[config.mk]
export PLATFORM = sky130hd
export DESIGN_NAME = pipe_stage_skid_reg
export DESIGN_NICKNAME = d
export VERILOG_FILES = /design/src/rtl/pipe_stage_skid_reg_pkg.sv /design/src/rtl/pipe_stage_skid_reg_sat_counter.sv /design/src/rtl/pipe_stage_skid_reg.sv
export SDC_FILE = /design/constraint.sdc
export NUM_CORES = 1
export LEC_CHECK = 0
export BUFFER_PORTS_ARGS = -buffer_cell sky130_fd_sc_hd__buf_2
export CORE_MARGIN = 1.5
export CORE_UTILIZATION = 30
export CTS_CLUSTER_SIZE = 24
export DETAILED_ROUTE_END_ITERATION = 10
export GPL_ROUTABILITY_DRIVEN = 0
export PLACE_DENSITY_LB_ADDON = 0.3
export SYNTH_ARGS = -nofsm -noshare
export SYNTH_HDL_FRONTEND = slang
export SYNTH_SLANG_ARGS = --single-unit
[constraint.sdc]
create_clock -name clk -period 1.9 [get_ports clk]
set_input_delay 0.095 -clock clk [delete_from_list [all_inputs] [get_ports clk]]
set_output_delay 0.095 -clock clk [all_outputs]
set_load 0.005 [all_outputs]
[src/rtl/pipe_stage_skid_reg_pkg.sv]
// ============================================================================
// Module  : pipe_pkg
// Purpose : Shared defaults and entry type for the pipeline stage registers.
// Rev     : 1.0  initial release
// ============================================================================
`default_nettype none

package pipe_pkg;

    localparam int unsigned       PIPE_XLEN        = 32;
    localparam int unsigned       PIPE_SIDE_W      = 8;
    localparam int unsigned       PIPE_CNT_W       = 16;
    localparam logic [31:0]       PIPE_BUBBLE_INST = 32'h0000_0033; // add x0,x0,x0

    typedef struct packed {
        logic [PIPE_XLEN-1:0]   inst;
        logic [PIPE_XLEN-1:0]   pc;
        logic [PIPE_SIDE_W-1:0] side;
    } pipe_entry_t;

endpackage

`default_nettype wire

[src/rtl/pipe_stage_skid_reg_sat_counter.sv]
// ============================================================================
// Module  : sat_counter
// Purpose : Up-counter that sticks at all-ones; synchronous clear wins.
// Rev     : 1.0  initial release
// ============================================================================
`default_nettype none

module sat_counter #(
    parameter int unsigned CNT_W = 16
) (
    input  logic             clk,
    input  logic             clr,
    input  logic             inc,
    output logic [CNT_W-1:0] count
);

    logic [CNT_W-1:0] count_q;

    always_ff @(posedge clk) begin
        if (clr) begin
            count_q <= '0;
        end else if (inc && (count_q != {CNT_W{1'b1}})) begin
            count_q <= count_q + 1'b1;
        end
    end

    assign count = count_q;

endmodule

`default_nettype wire

[src/rtl/pipe_stage_skid_reg.sv]
// ============================================================================
// Module  : pipe_stage_skid_reg
// Purpose : Valid/ready pipeline register with one-entry skid, flush-to-bubble,
//           external stall and saturating stall/flush counters.
// Rev     : 1.0  initial release
// ============================================================================
`default_nettype none

module pipe_stage_skid_reg
    import pipe_pkg::*;
#(
    parameter int unsigned      XLEN        = PIPE_XLEN,
    parameter int unsigned      SIDE_W      = PIPE_SIDE_W,
    parameter logic [XLEN-1:0]  BUBBLE_INST = XLEN'(PIPE_BUBBLE_INST),
    parameter int unsigned      CNT_W       = PIPE_CNT_W
) (
    input  logic              clk,
    input  logic              rst,
    input  logic              flush,
    input  logic              stall,
    input  logic              cnt_clr,
    input  logic              in_valid,
    output logic              in_ready,
    input  logic [XLEN-1:0]   in_inst,
    input  logic [XLEN-1:0]   in_pc,
    input  logic [SIDE_W-1:0] in_side,
    output logic              out_valid,
    input  logic              out_ready,
    output logic [XLEN-1:0]   out_inst,
    output logic [XLEN-1:0]   out_pc,
    output logic [SIDE_W-1:0] out_side,
    output logic [CNT_W-1:0]  stall_cnt,
    output logic [CNT_W-1:0]  flush_cnt
);

    typedef struct packed {
        logic [XLEN-1:0]   inst;
        logic [XLEN-1:0]   pc;
        logic [SIDE_W-1:0] side;
    } entry_t;

    entry_t out_q,       out_d;
    entry_t skid_q,      skid_d;
    logic   out_valid_q, out_valid_d;
    logic   skid_valid_q, skid_valid_d;
    logic   in_ready_q;

    entry_t w_in;
    logic   w_accept;
    logic   w_drain;
    logic   w_out_free;

    assign w_in       = '{inst: in_inst, pc: in_pc, side: in_side};
    assign w_accept   = in_valid & in_ready_q;
    assign w_drain    = out_valid_q & out_ready & ~stall;
    assign w_out_free = ~out_valid_q | w_drain;

    always_comb begin
        out_d        = out_q;
        out_valid_d  = out_valid_q;
        skid_d       = skid_q;
        skid_valid_d = skid_valid_q;
        if (flush) begin
            out_valid_d  = 1'b0;
            out_d        = '{inst: BUBBLE_INST, pc: '0, side: '0};
            skid_valid_d = 1'b0;
        end else if (w_out_free) begin
            if (skid_valid_q) begin
                out_d       = skid_q;
                out_valid_d = 1'b1;
                if (w_accept) begin
                    skid_d = w_in;
                end else begin
                    skid_valid_d = 1'b0;
                end
            end else if (w_accept) begin
                out_d       = w_in;
                out_valid_d = 1'b1;
            end else begin
                // Bubble keeps the last PC/sideband for debug visibility.
                out_valid_d = 1'b0;
                out_d.inst  = BUBBLE_INST;
            end
        end else if (w_accept) begin
            skid_d       = w_in;
            skid_valid_d = 1'b1;
        end
    end

    always_ff @(posedge clk) begin
        if (rst) begin
            out_q        <= '{inst: BUBBLE_INST, pc: '0, side: '0};
            out_valid_q  <= 1'b0;
            skid_q       <= '{inst: BUBBLE_INST, pc: '0, side: '0};
            skid_valid_q <= 1'b0;
            in_ready_q   <= 1'b1;
        end else begin
            out_q        <= out_d;
            out_valid_q  <= out_valid_d;
            skid_q       <= skid_d;
            skid_valid_q <= skid_valid_d;
            in_ready_q   <= ~skid_valid_d;
        end
    end

    assign in_ready  = in_ready_q;
    assign out_valid = out_valid_q;
    assign out_inst  = out_q.inst;
    assign out_pc    = out_q.pc;
    assign out_side  = out_q.side;

    sat_counter #(.CNT_W(CNT_W)) u_stall_cnt (
        .clk   (clk),
        .clr   (rst | cnt_clr),
        .inc   (~flush & out_valid_q & ~w_drain),
        .count (stall_cnt)
    );

    sat_counter #(.CNT_W(CNT_W)) u_flush_cnt (
        .clk   (clk),
        .clr   (rst | cnt_clr),
        .inc   (flush),
        .count (flush_cnt)
    );

endmodule

`default_nettype wire

==> impl_metrics.py <==
metrics = {
    "final_layout": {
        "diodes": 0,
        "number_of_non_filler_instances_in_the_completed_layout": 1435,
        "commonest_cells_after_routing_fill_and_taps_aside": "183 x sky130_fd_sc_hd__buf_2, 178 x sky130_fd_sc_hd__dfxtp_1, 89 x sky130_fd_sc_hd__a21oi_1, 83 x sky130_fd_sc_hd__o21ai_0",
        "finish.net_count": 1173,
        "drive_above_1_share": 0.261,
        "syn_to_final_growth_pct": 34.7,
        "layout.cells.most_common": "sky130_fd_sc_hd__buf_2",
    },
    "yosys": {
        "synth-edff-count": 0,
        "synthesis.instances": 864,
        "yosys_warnings": 0,
        "seq_area_frac_synth": 0.469,
        "synth.net_count": 945,
        "synth.lib_cells_used.distinct": 51,
        "post_synthesis_instance_area_um2": 7640,
        "postSynth.asyncResetShare": 0,
        "synth_ff_type": "sky130_fd_sc_hd__dfxtp_1",
        "synth-seq-cells": 179,
        "syn_area_per_cell_um2": 8.85,
    },
    "drt": {
        "route.vias.total": 7230,
        "dr_wl_met2_um": 10300,
        "detail_route.wirelength.met1_um": 11500,
        "routed-wl-met3_um": 899,
        "drt_first_pass_iters": 4,
        "drt_iter0_drc": 406,
        "drc_errors": 0,
        "drtAntennaViolNets": 0,
        "routed.top_layer": "met4",
        "detail_route.vias_per_cell": 5.04,
        "drt-wirelength-per-cell_um": 16.2,
        "detail_route.wirelength_um": 23200,
    },
    "timing": {
        "final_setup_tns_ps": 0,
        "maximum_frequency_from_static_timing_analysis_mhz": 567,
        "fin_hold_ws_ps": 21.5,
        "final.min_clock_period_ps": 1770,
        "clock_skew_ps": 16.0,
        "maxSlewViolCount": 0,
        "final.period_utilization": 0.929,
        "grt_setup_unrepaired": "no",
        "tightest_slew_margin_relative_to_the_limit": 0.638,
        "total_setup_violations_reported_at_the_end_of_the_flow": 0,
        "timing_worst_slew_pin_value_ps": 543,
        "report.final.hold_viol_count": 0,
    },
    "placement": {
        "hpwl_um": 14500,
        "placement.io_buffers": 184,
        "place_inst": 1331,
    },
    "setup_path": {
        "crit_fanout": 6,
        "arrival_ps": 2080,
        "critPathCaptureType": "flop",
        "path_class": "flop to flop",
        "worst_setup_path_start_kind": "flop",
        "worst_ep_required_time_ps": 2220,
    },
    "global_routing": {
        "grt_start_max_net_pins": 88,
        "grt_pass1_vias": 6759,
        "global_route_wire_length_before_repair_um": 36300,
        "grt_antenna_before_repair": 0,
        "grt_usage": 0.173,
        "grt_overflow": 0,
    },
    "power_and_ir_drop": {
        "power_density_nw_per_um2": 804,
        "vdd_drop_max_uv": 404,
        "power.leakage_nw": 3.95,
    },
    "floorplanning": {
        "die_area_um2": 26400,
        "core_area_um2": 25100,
        "die_width_um": 163,
        "die_y_um": 163,
        "floorplan.rows": 58,
        "floorplan.initialDensity": 0.304,
        "io_pins": 185,
    },
    "run": {
        "maxCapViolations": 0,
    },
    "clocking": {
        "clk_pin_slew_worst_setup_hold_paths_ps": 70,
        "numCtsBuffers": 17,
        "cts.sink_count": 179,
        "worstSkewPairLatency_ps": 430,
        "clock_path_buffers": 2,
        "cts.root.buffer_cell": "sky130_fd_sc_hd__clkbuf_16",
        "cts_tree": "done",
        "clock_tree.htree_level_count": 4,
        "cts_post_setup_buffers_inserted": 0,
    },
    "worst_hold_path": {
        "hold_path_class": "input port to flop",
    },
    "run_status": {
        "outcome": "completed",
    },
}
[critical path, stage by stage, from the launching register on]
cell	delay [ps]
sky130_fd_sc_hd__dfxtp_1	400
sky130_fd_sc_hd__ha_1	230
sky130_fd_sc_hd__nand3_1	180
sky130_fd_sc_hd__or4_1	610
sky130_fd_sc_hd__a41o_1	250
[per-layer routing]
layer	global-route usage	up-vias
met1	0.233	3367
met5	0	-
met4	0.0555	0
met2	0.276	172
li1	-	3666
met3	0.0346	25
[worst paths after layout]
path | startpoint | endpoint | slack, ps | depth (start not counted)
min reg2reg | skid_q[40] | skid_q[40] | 470 | 1
max | u_stall_cnt.count[0] | u_stall_cnt.count[2] | 130 | 4
min | cnt_clr | u_flush_cnt.count[13] | 20 | 3
max reg2reg | u_stall_cnt.count[0] | u_stall_cnt.count[2] | 130 | 4
[Yosys cell counts, types with 2 or more instances]
cell type / n / area (µm²)
sky130_fd_sc_hd__nor2b_1: 5 / 31.3
sky130_fd_sc_hd__o21ai_0: 83 / 415
sky130_fd_sc_hd__a21o_1: 2 / 15.0
sky130_fd_sc_hd__mux2_2: 28 / 315
sky130_fd_sc_hd__xor2_1: 2 / 17.5
sky130_fd_sc_hd__o311ai_0: 2 / 17.5
sky130_fd_sc_hd__a211oi_1: 45 / 338
sky130_fd_sc_hd__a22oi_1: 28 / 210
sky130_fd_sc_hd__or2_2: 3 / 18.8
sky130_fd_sc_hd__a21oi_1: 89 / 445
sky130_fd_sc_hd__ha_1: 2 / 25.0
sky130_fd_sc_hd__buf_2: 18 / 90.1
sky130_fd_sc_hd__nand2_1: 20 / 75.1
sky130_fd_sc_hd__a31oi_1: 3 / 18.8
sky130_fd_sc_hd__nor4_1: 2 / 12.5
sky130_fd_sc_hd__o41ai_1: 3 / 26.3
sky130_fd_sc_hd__nand3_1: 81 / 405
sky130_fd_sc_hd__nand2b_1: 2 / 12.5
sky130_fd_sc_hd__dfxtp_1: 179 / 3580
sky130_fd_sc_hd__nor2_1: 82 / 308
sky130_fd_sc_hd__o21ai_1: 3 / 15.0
sky130_fd_sc_hd__o31ai_1: 7 / 52.6
sky130_fd_sc_hd__clkbuf_1: 56 / 210
sky130_fd_sc_hd__mux2i_1: 43 / 430
sky130_fd_sc_hd__and4_1: 5 / 43.8
sky130_fd_sc_hd__nand4_1: 13 / 81.3
sky130_fd_sc_hd__a21oi_2: 2 / 17.5
sky130_fd_sc_hd__or3_1: 11 / 68.8
sky130_fd_sc_hd__or4_1: 8 / 60.1
sky130_fd_sc_hd__and2_1: 3 / 18.8
sky130_fd_sc_hd__buf_1: 2 / 7.51
sky130_fd_sc_hd__and3_1: 8 / 50.1
sky130_fd_sc_hd__a211o_1: 4 / 35.0
sky130_fd_sc_hd__nor3_1: 3 / 15.0
[cell type report]
| class | count | area [µm²] |
|---|---|---|
| clock buffer | 17 | 425 |
| clock inverter | 15 | 169 |
| fill | 2548 | 14800 |
| inverter | 1 | 3.75 |
| multi-input combinational | 606 | 3760 |
| sequential | 179 | 3590 |
| tap | 330 | 413 |
| timing repair buffer | 287 | 1940 |
[kinds of logic after synthesis]
group	synth area share
flops	0.469
compound gates	0.219
mux	0.0976
xor+xnor	0.00229
fa+ha+maj	0.00327
simple gates	0.166
buf+inv	0.0432
[registers in the layout, indices dropped and copies added (netlist names)]
signal	count
in_ready	1
out_inst	32
out_pc	32
out_side	8
out_valid	1
skid_q	72
skid_valid_q	1
u_flush_cnt.count	16
u_stall_cnt.count	16
[repair_timing]
item	4_1_cts	5_1_grt
hold buffers	72	0
hold endpoints to repair	74	0
endpoints found under the setup margin	0	2
gates resized for setup	0	1
[power breakdown]
part | switching [mW] | internal [mW] | total (mW)
combinational | 0.464 | 0.371 | 0.834
clock | 1.70 | 1.87 | 3.57
sequential | 0.0444 | 3.83 | 3.88
total | 2.20 | 6.08 | 8.28
[through the flow]
step                      cell area [µm²]  utilization  setup slack, ps  power (mW)
final                               10300        0.410              135        8.28
after global routing                10300        0.410             20.8        8.64
after CTS                           10300        0.410              117        8.41
after detailed placement             8980        0.357              142        4.69
after global placement               8980        0.357              163        4.69
after floorplan                      7640            -              241        4.36
Note: power is estimated with default switching activity, not from simulation.
